`src/rtl/tagger_pkg.sv`:
```
// Shared definitions for the tagger run controller: record layout, host
// command encodings and the run-sequencer state encoding.
package tagger_pkg;

    localparam int unsigned N_CHANNELS = 4;
    localparam int unsigned DATA_WIDTH = 43 + N_CHANNELS;

    // Record bit positions
    localparam int unsigned TS_LSB   = 0;
    localparam int unsigned TS_MSB   = 35;
    localparam int unsigned WRAP_BIT = 42 + N_CHANNELS;

    typedef enum logic [1:0] {
        CMD_NOP   = 2'b00,
        CMD_START = 2'b01,
        CMD_STOP  = 2'b10,
        CMD_CLEAR = 2'b11
    } cmd_op_e;

    typedef enum logic [1:0] {
        ST_IDLE  = 2'd0,
        ST_ARM   = 2'd1,
        ST_RUN   = 2'd2,
        ST_DRAIN = 2'd3
    } run_state_e;

endpackage

```
`src/rtl/rec_fifo2.sv`:
```
// Two-entry in-order FIFO with registered valid/full flags.
// Ports: clk, reset (async, active-high), push/push_data, pop,
//        head_data (oldest entry), valid (not empty), full.
module rec_fifo2 #(
    parameter int unsigned WIDTH = 8
) (
    input  logic             clk,
    input  logic             reset,
    input  logic             push,
    input  logic [WIDTH-1:0] push_data,
    input  logic             pop,
    output logic [WIDTH-1:0] head_data,
    output logic             valid,
    output logic             full
);

    logic [WIDTH-1:0] mem [2];
    logic             wr_ptr;
    logic             rd_ptr;
    logic [1:0]       count;
    logic [1:0]       count_nxt;
    logic             do_push;
    logic             do_pop;

    // A pop frees a slot in the same cycle, so a full FIFO can still accept.
    always_comb begin
        do_pop    = pop && valid;
        do_push   = push && (!full || do_pop);
        count_nxt = count;
        if (do_push && !do_pop) begin
            count_nxt = count + 2'd1;
        end else if (!do_push && do_pop) begin
            count_nxt = count - 2'd1;
        end
    end

    always_ff @(posedge clk or posedge reset) begin
        if (reset) begin
            for (int i = 0; i < 2; i++) begin
                mem[i] <= '0;
            end
            wr_ptr <= 1'b0;
            rd_ptr <= 1'b0;
            count  <= 2'd0;
            valid  <= 1'b0;
            full   <= 1'b0;
        end else begin
            if (do_push) begin
                mem[wr_ptr] <= push_data;
                wr_ptr      <= ~wr_ptr;
            end
            if (do_pop) begin
                rd_ptr <= ~rd_ptr;
            end
            count <= count_nxt;
            valid <= (count_nxt != 2'd0);
            full  <= (count_nxt == 2'd2);
        end
    end

    assign head_data = mem[rd_ptr];

endmodule

```
`src/rtl/tagger_run_ctrl.sv`:
```
// Acquisition run controller in front of the event_tagger. Sequences
// IDLE -> ARM -> RUN -> DRAIN -> IDLE, drives the tagger control lines,
// buffers tagger records in a 2-entry FIFO toward a valid/ready sink and
// counts delivered and dropped records.
// Ports: clk, reset (async, active-high); host command cmd_valid/cmd_op/
//        cmd_duration/cmd_ready; tagger controls tag_reset_counter,
//        tag_counter_operate, tag_capture_operate; tagger records
//        tag_data/tag_ready; sink rec_data/rec_valid/rec_ready; status
//        running, done, record_count, lost_count.
module tagger_run_ctrl #(
    parameter  int unsigned N_CHANNELS   = 4,
    parameter  int unsigned DUR_WIDTH    = 32,
    parameter  int unsigned DRAIN_CYCLES = 4,
    localparam int unsigned REC_WIDTH    = 43 + N_CHANNELS
) (
    input  logic                 clk,
    input  logic                 reset,
    input  logic                 cmd_valid,
    input  logic [1:0]           cmd_op,
    input  logic [DUR_WIDTH-1:0] cmd_duration,
    output logic                 cmd_ready,
    output logic                 tag_reset_counter,
    output logic                 tag_counter_operate,
    output logic                 tag_capture_operate,
    input  logic [REC_WIDTH-1:0] tag_data,
    input  logic                 tag_ready,
    output logic [REC_WIDTH-1:0] rec_data,
    output logic                 rec_valid,
    input  logic                 rec_ready,
    output logic                 running,
    output logic                 done,
    output logic [31:0]          record_count,
    output logic [15:0]          lost_count
);
    import tagger_pkg::*;

    localparam int unsigned     DRAIN_W    = $clog2(DRAIN_CYCLES + 1);
    localparam logic [DRAIN_W-1:0] DRAIN_LAST = DRAIN_W'(DRAIN_CYCLES - 1);

    run_state_e           state;
    run_state_e           state_nxt;
    logic [DUR_WIDTH-1:0] duration;
    logic [DUR_WIDTH-1:0] elapsed;
    logic [DRAIN_W-1:0]   drain_cnt;
    logic                 start_idle;
    logic                 clear_counts;
    logic                 expire;
    logic                 fifo_full;
    logic                 pop;
    logic                 push;
    logic                 drop;

    // Record path: a same-cycle pop makes room on a full FIFO.
    assign pop  = rec_valid && rec_ready;
    assign push = tag_ready && (!fifo_full || pop);
    assign drop = tag_ready && !push;

    rec_fifo2 #(
        .WIDTH (REC_WIDTH)
    ) u_fifo (
        .clk       (clk),
        .reset     (reset),
        .push      (push),
        .push_data (tag_data),
        .pop       (pop),
        .head_data (rec_data),
        .valid     (rec_valid),
        .full      (fifo_full)
    );

    // Next-state decode; STOP and expiry in the same cycle share one transition.
    always_comb begin
        state_nxt    = state;
        start_idle   = 1'b0;
        clear_counts = 1'b0;
        expire       = (duration != '0) && (elapsed == duration - DUR_WIDTH'(1));
        case (state)
            ST_IDLE: begin
                if (cmd_valid && (cmd_op == CMD_START)) begin
                    state_nxt    = ST_ARM;
                    start_idle   = 1'b1;
                    clear_counts = 1'b1;
                end else if (cmd_valid && (cmd_op == CMD_CLEAR)) begin
                    clear_counts = 1'b1;
                end
            end
            ST_ARM: begin
                state_nxt = ST_RUN;
            end
            ST_RUN: begin
                if ((cmd_valid && (cmd_op == CMD_STOP)) || expire) begin
                    state_nxt = ST_DRAIN;
                end
            end
            ST_DRAIN: begin
                if ((drain_cnt == DRAIN_LAST) && !rec_valid) begin
                    state_nxt = ST_IDLE;
                end
            end
            default: begin
                state_nxt = ST_IDLE;
            end
        endcase
    end

    // State register plus controls registered from the next state.
    always_ff @(posedge clk or posedge reset) begin
        if (reset) begin
            state               <= ST_IDLE;
            tag_reset_counter   <= 1'b1;
            tag_counter_operate <= 1'b0;
            tag_capture_operate <= 1'b0;
            running             <= 1'b0;
            cmd_ready           <= 1'b1;
            done                <= 1'b0;
        end else begin
            state               <= state_nxt;
            tag_reset_counter   <= (state_nxt == ST_IDLE) || (state_nxt == ST_ARM);
            tag_counter_operate <= (state_nxt == ST_RUN);
            tag_capture_operate <= (state_nxt == ST_RUN);
            running             <= (state_nxt == ST_RUN);
            cmd_ready           <= (state_nxt == ST_IDLE) || (state_nxt == ST_RUN);
            done                <= (state == ST_DRAIN) && (state_nxt == ST_IDLE);
        end
    end

    // Run timing: latched duration, elapsed RUN cycles, DRAIN dwell counter.
    always_ff @(posedge clk or posedge reset) begin
        if (reset) begin
            duration  <= '0;
            elapsed   <= '0;
            drain_cnt <= '0;
        end else begin
            if (start_idle) begin
                duration <= cmd_duration;
                elapsed  <= '0;
            end else if (state == ST_RUN) begin
                elapsed <= elapsed + DUR_WIDTH'(1);
            end
            if (state != ST_DRAIN) begin
                drain_cnt <= '0;
            end else if (drain_cnt != DRAIN_LAST) begin
                drain_cnt <= drain_cnt + DRAIN_W'(1);
            end
        end
    end

    // Delivered / dropped record counters; a clear wins over a same-cycle event.
    always_ff @(posedge clk or posedge reset) begin
        if (reset) begin
            record_count <= 32'd0;
            lost_count   <= 16'd0;
        end else if (clear_counts) begin
            record_count <= 32'd0;
            lost_count   <= 16'd0;
        end else begin
            if (push) begin
                record_count <= record_count + 32'd1;
            end
            if (drop && (lost_count != 16'hFFFF)) begin
                lost_count <= lost_count + 16'd1;
            end
        end
    end

endmodule

```
`config.mk`:
```
export PLATFORM = sky130hd
export DESIGN_NAME = tagger_run_ctrl
export DESIGN_NICKNAME = d
export VERILOG_FILES = /design/src/rtl/tagger_pkg.sv /design/src/rtl/rec_fifo2.sv /design/src/rtl/tagger_run_ctrl.sv
export SDC_FILE = /design/constraint.sdc
export NUM_CORES = 1
export LEC_CHECK = 0
export CAP_MARGIN = 20
export CORE_MARGIN = 3
export CORE_UTILIZATION = 35
export DETAILED_ROUTE_END_ITERATION = 7
export SYNTH_ARGS = -nofsm -noshare
export SYNTH_HDL_FRONTEND = slang
export SYNTH_SLANG_ARGS = --single-unit
```
`constraint.sdc`:
```
create_clock -name clk -period 11.5 [get_ports clk]
set_clock_uncertainty 0.05 [all_clocks]
set_input_delay 1.15 -clock clk [delete_from_list [all_inputs] [get_ports clk]]
set_output_delay 1.15 -clock clk [all_outputs]
set_load 0.01 [all_outputs]
```
==> results.py, run 1 <==
metrics = {
    "synth": {
        "synth_most_common_cell": "dfrtp_1",
        "synth_seq_area_share_pct": 51.4,
        "mappedNetlistArea_mm2": 0.0108,
        "synth_ff_type": "dfrtp_1",
        "synth.yosys.warnings": 0,
        "synth_commonest_cells": "219 x dfrtp_1, 144 x nand2_1, 141 x mux2_2",
        "post-synth-top-area-cell": "dfrtp_1",
        "synth_edf_count": 0,
        "synth_area_leaders": "dfrtp_1 51%, mux2_2 15%, nand2_1 5.0%",
        "synth.top_cell.area_share_pct": 50.9,
        "avgSynthCellArea_um2": 10.8,
        "synth.distinct_cells": 56,
        "synth_nets": 1090,
        "yosys_register_bits": 221,
        "synth_cells": 998,
        "synthArstFlopShare_pct": 100,
    },
    "detailed_routing": {
        "drtPass1Iterations": 4,
        "final_antenna_net_count": 0,
        "via_count": 7845,
        "wl_per_cell_um": 16.2,
        "viasPerCell": 4.94,
        "drc": 0,
        "wl_mm": 25.8,
        "drtIter0Drc": 325,
    },
    "pwr": {
        "p_leak_uw": 0.00591,
        "intPower_uw": 2290,
        "swShare_pct": 31.0,
        "switching_power_uw": 1030,
        "powerDensity_mw_per_mm2": 237,
        "peakVddDrop_mv": 0.138,
        "pwr-share-seq_pct": 36.7,
        "power_frac_comb_pct": 36.8,
        "power_frac_clock_pct": 26.5,
    },
    "finish": {
        "multi_input_area_mm2": 0.00502,
        "seqCellArea_mm2": 0.00553,
        "final_area_mm2": 0.0140,
        "finalNonFillerCells": 1589,
        "fin_nets": 1270,
        "antennaDiodeCount": 0,
        "drive_gt1_share_pct": 18.1,
        "nFillCells": 2801,
        "area_delta_synth_final_pct": 29.9,
    },
    "setup_path": {
        "crit_fanout": 48,
        "crit_required_ns": 10.30,
        "worstPathArrival_ns": 2.41,
        "r2r_start": "duration[2]$_DFFE_PP0P_",
        "worst_setup_path_start_kind": "flip-flop",
        "critical_path_class": "reg2out",
        "worstSetupStartpoint": "u_fifo.rd_ptr$_DFFE_PP0P_",
        "end_kind": "primary output",
    },
    "clocking": {
        "cts_hold_buf": 0,
        "htreeDepth": 1,
        "cts_tree": "done",
        "cts-root-buf": "clkbuf_16",
        "cts_made_buffers": 27,
        "cts.sinks": 221,
        "clk_pin_slew_worst_paths_ns": 0.06,
        "clock_latency_ns": 0.54,
        "clk_path_buf_depth": 3,
        "postCtsSetupBuffers": 0,
        "postCtsResizedCells": 0,
    },
    "floorplan": {
        "start_util_pct": 35.9,
        "die_w_um": 181,
        "coreArea_mm2": 0.0300,
        "row_count": 63,
        "die_y_um": 181,
        "dieArea_mm2": 0.0329,
        "io_pins": 188,
    },
    "placement": {
        "gp_congestion": 0.788,
        "place_inst": 1538,
        "dp_slack_ns": 7.35,
        "placed_cell_area_mm2": 0.0130,
        "port_buffers": 187,
        "place_hpwl_mm": 17.2,
    },
    "sta": {
        "finalSetupViolCount": 0,
        "fmax_ghz": 0.277,
        "period_share_pct": 31.4,
        "rsz0062_at_grt": "false",
        "setup_ws_ns": 7.89,
        "max_slew_margin_pct": 31.7,
        "final_hold_viol_count": 0,
        "hold_ws_ns": 0.449,
        "min_period_ns": 3.61,
        "worst_slew_pin_slew_ns": 1.02,
        "fin_setup_tns_ns": 0,
        "final_max_slew_viol_count": 0,
    },
    "grt": {
        "grt_pass1_wl_mm": 43.1,
        "antenna_found_initial": 1,
        "overflow": 0,
        "grt_pass1_vias": 8320,
        "grt_max_degree": 111,
        "track_usage_pct": 15.5,
    },
    "job": {
        "drv_cap": 0,
    },
    "min_path": {
        "worstHoldPathType": "reg2reg",
        "min_from": "u_fifo.mem[41]$_DFFE_PP0P_",
    },
    "status": {
        "status": "finished clean",
    },
}
==> worst max-delay path, cell delays in order, from the launching register on <==
cell and delay (ns):
dfrtp_2 0.34, buf_4 0.52, mux2_2 0.41, clkdlybuf4s50_1 0.53
==> logic make-up after synthesis <==
| group | after synthesis | synth area share (%) |
|---|---|---|
| compound gates | 84 | 4.83 |
| xor+xnor | 97 | 7.90 |
| fa+ha+maj | 6 | 0.698 |
| buf+inv | 56 | 2.13 |
| flops | 221 | 51.4 |
| mux | 149 | 15.5 |
| simple gates | 385 | 17.5 |
==> sequential cells by signal, indices dropped and copies added, names as in the netlist, 2 cells and up <==
signal,flops
u_fifo.count,2
record_count,32
state,2
lost_count,16
drain_cnt,3
u_fifo.mem,94
elapsed,32
duration,32
==> power groups by stage <==
stage / registers [uW] / logic (uW) / clock network, uW
after floorplan: 1180 / 773 / 0
after global routing: 1260 / 1340 / 947
final: 1220 / 1220 / 879
after CTS: 1220 / 1240 / 909
after global placement: 1220 / 1230 / 0
after detailed placement: 1230 / 1240 / 0
==> worst paths after layout <==
path | cells past startpoint | end | slack, ns
setup / recovery | 3 | rec_data[36] | 7.89
hold / removal | 1 | u_fifo.mem[41]$_DFFE_PP0P_ | 0.45
hold reg to reg | 1 | u_fifo.mem[41]$_DFFE_PP0P_ | 0.45
min in group asynchronous | 2 | lost_count[0]$_DFFE_PP0P_ | 1.12
max in group asynchronous | 3 | duration[11]$_DFFE_PP0P_ | 8.95
setup reg to reg | 8 | running$_DFF_PP0_ | 8.03
==> layer usage <==
layer  global-route usage [%]  part of all wire, %  up-vias  routed length, um
met3                     5.50                  7.4       34               1900
met4                     3.50                  2.0        2                522
met5                        0                0.050        -                 13
met1                     19.7                   43     3830              11200
met2                     25.7                   47      160              12200
li1                         -                    -     3819                  -
==> area by class of cell <==
class	instances	share of cell area, %
clock buffer	41	5.71
clock inverter	9	1.01
inverter	13	0.403
multi-input combinational	721	35.9
sequential	221	39.6
tap	390	3.49
timing repair buffer	194	13.9
==> cell usage in the layout, fill, tap and decap left out, types with 4 or more instances in the layout <==
master / n
o31ai_1: 5
clkbuf_16: 27
dfrtp_1: 218
nand2b_1: 4
nor3_1: 13
ha_1: 6
nor2b_1: 7
or4_1: 4
o21ai_0: 42
clkbuf_1: 7
nand2_1: 143
or3_1: 11
clkbuf_8: 7
o211ai_1: 5
nand3_1: 40
inv_1: 12
and4_1: 7
buf_4: 6
xnor2_1: 41
mux2_2: 141
a31oi_1: 5
nor2_1: 87
mux2i_1: 8
clkdlybuf4s50_1: 187
or2_2: 5
and3_1: 10
xor2_1: 56
nand4_1: 26
a21oi_1: 10
==> per-stage QoR <==
stage | utilization, % | total power [uW]
CTS | 46.6 | 3370
floorplan | - | 1950
finish | 46.6 | 3320
detailed placement | 43.4 | 2460
global placement | 43.4 | 2440
global route | 46.6 | 3540
(Power assumes the default switching activity.)
==> run 2, diff against run 1 <==
Clock period 11.5 ns to 3.7 ns, I/O delays scaled along.
==> run 2 against run 1 <==
Cell area grew 0.65%. Sequential share of layout area shrank 0.26 points. Via count shrank 0.34%. Hold slack lost 0.30 ns. Worst setup slack lost 7.4 ns. Non-clock buffer count grew 7. Final cell count grew 0.44%. Sequential cell count is the same. Critical endpoint is now state[0]$_DFF_PP0_. Largest power group is now combinational logic. Register-to-register slack lost 7.5 ns.
==> results.py, run 2 (synthesis gave the netlist of run 1 again) <==
metrics = {
    "grt": {
        "grt_pass1_wl_mm": 42.2,
        "grt_pass1_vias": 8220,
        "grt_max_degree": 78,
        "track_usage_pct": 15.2,
        "antenna_found_initial": 0,
        "overflow": 0,
    },
    "finish": {
        "layout_commonest_cell": "dfrtp_1",
        "largest_reg_flops": 94,
        "final_cell_mix": "218 x dfrtp_1, 187 x clkdlybuf4s50_1, 143 x nand2_1",
        "drive_gt1_share_pct": 18.8,
        "final_area_mm2": 0.0141,
        "antennaDiodeCount": 0,
        "regMostFlops": "u_fifo.mem",
        "area_delta_synth_final_pct": 30.7,
        "finalNonFillerCells": 1596,
        "fin_nets": 1277,
    },
    "setup_path": {
        "cp_num_cells": 7,
        "crit_buf_inv": 0,
        "crit_fanout": 7,
        "worst-r2r-cell-count": 7,
        "r2r_start": "duration[19]$_DFFE_PP0P_",
        "worst_setup_path_start_kind": "flip-flop",
        "worstReg2RegEnd": "state[0]$_DFF_PP0_",
        "crit_required_ns": 4.12,
        "crit_path_top_delay_cell": "or4_1",
        "critical_path_class": "reg2reg",
        "cpPeakStageDelay_ns": 0.72,
        "worstPathArrival_ns": 3.58,
        "worstSetupStartpoint": "duration[19]$_DFFE_PP0P_",
        "cp_top_family": "simple AND/OR/NAND/NOR gates",
        "endpoint": "state[0]$_DFF_PP0_",
        "worstPathCellList": "or4_1 -> or2_4 -> nor4_4 -> a21oi_1 -> a2111o_1 -> a2111oi_2 -> or2_1",
        "end_kind": "flip-flop",
        "rrSetupSlack_ns": 0.53,
    },
    "sta": {
        "finalSetupViolCount": 0,
        "min_period_ns": 3.17,
        "hold_ws_ns": 0.145,
        "fmax_ghz": 0.316,
        "period_share_pct": 85.6,
        "rsz0062_at_grt": "false",
        "final_hold_viol_count": 0,
        "final_max_slew_viol_count": 0,
        "setup_ws_ns": 0.534,
        "fin_setup_tns_ns": 0,
        "max_slew_margin_pct": 31.9,
        "worst_slew_pin_slew_ns": 1.02,
    },
    "clocking": {
        "cts_made_buffers": 27,
        "clock_latency_ns": 0.54,
        "clk_path_buf_depth": 3,
        "clk_pin_slew_worst_paths_ns": 0.06,
        "postCtsSetupBuffers": 0,
        "cts_tree": "done",
        "postCtsResizedCells": 0,
        "cts.sinks": 221,
        "htreeDepth": 1,
        "cts-root-buf": "clkbuf_16",
        "cts_hold_buf": 0,
    },
    "placement": {
        "port_buffers": 187,
        "place_inst": 1546,
        "placed_cell_area_mm2": 0.0131,
        "dp_slack_ns": 0.485,
        "gp_congestion": 0.818,
        "place_hpwl_mm": 17.1,
    },
    "min_path": {
        "worstHoldPathType": "in2async",
    },
    "detailed_routing": {
        "wl_mm": 25.3,
        "viasPerCell": 4.90,
        "wl_per_cell_um": 15.8,
        "final_antenna_net_count": 0,
        "via_count": 7818,
        "drtIter0Drc": 363,
        "drc": 0,
        "drtPass1Iterations": 4,
    },
    "floorplan": {
        "coreArea_mm2": 0.0300,
        "start_util_pct": 35.9,
        "die_y_um": 181,
        "row_count": 63,
        "dieArea_mm2": 0.0329,
        "die_w_um": 181,
        "io_pins": 188,
    },
    "pwr": {
        "power_frac_comb_pct": 37.2,
        "switching_power_uw": 3210,
        "powerDensity_mw_per_mm2": 734,
        "swShare_pct": 31.1,
        "intPower_uw": 7120,
        "power_frac_clock_pct": 26.4,
        "pwr-share-seq_pct": 36.4,
        "peakVddDrop_mv": 0.452,
        "p_leak_uw": 0.00596,
    },
    "status": {
        "status": "finished clean",
    },
    "job": {
        "drv_cap": 0,
    },
}
run 2: cell count changes in the layout (fill, tap and decap cells not counted), sizes merged:
cell / change
clkinv: +4
clkinvlp: +1
clkbuf: -5
buf: +7
run 2: cell type report:
cell class	count	area (um2)
inverter	13	52.6
timing repair buffer	201	2040
fill	2824	15900
clock inverter	14	173
sequential	221	5530
clock buffer	36	759
multi-input combinational	721	5020
tap	390	488
run 2: power groups by stage:
stage | sequential (uW) | clock, uW | combinational, uW
2_1_floorplan | 3660 | 0 | 2400
3_3_place_gp | 3770 | 0 | 3860
3_5_place_dp | 3790 | 0 | 3880
4_1_cts | 3760 | 2820 | 3910
5_1_grt | 3890 | 2920 | 4200
6_report | 3760 | 2720 | 3840
run 2: how the worst min path moves through the flow:
stage / from / end / slack (ns) / depth (start not counted)
2_1_floorplan: u_fifo.wr_ptr$_DFFE_PP0P_ / u_fifo.wr_ptr$_DFFE_PP0P_ / 0.41 / 1
3_3_place_gp: u_fifo.mem[15]$_DFFE_PP0P_ / u_fifo.mem[15]$_DFFE_PP0P_ / 0.43 / 1
3_5_place_dp: u_fifo.mem[38]$_DFFE_PP0P_ / u_fifo.mem[38]$_DFFE_PP0P_ / 0.44 / 1
4_1_cts: reset / duration[16]$_DFFE_PP0P_ / 0.13 / 2
5_1_grt: reset / duration[16]$_DFFE_PP0P_ / 0.15 / 2
6_report: reset / duration[16]$_DFFE_PP0P_ / 0.14 / 2
run 2: layer usage:
| metal | up-vias | GRT usage, % | part of all wire [%] |
|---|---|---|---|
| li1 | 3844 | - | - |
| met4 | 0 | 3.26 | 2.1 |
| met5 | - | 0 | 0 |
| met3 | 37 | 5.09 | 7.2 |
| met1 | 3789 | 20.0 | 45 |
| met2 | 148 | 24.5 | 46 |
run 2: worst register-to-register path, stage by stage (launching register included):
cell and delay, ns:
dfrtp_1 0.45, or4_1 0.72, or2_4 0.34, nor4_4 0.28, a21oi_1 0.11, a2111o_1 0.41
a2111oi_2 0.57, or2_1 0.18
run 2: through the flow:
stage	total power, uW	utilization, %
after floorplan	6060	-
after global placement	7630	43.8
after detailed placement	7670	43.8
after CTS	10500	47.0
after global routing	11000	47.0
final	10300	47.0
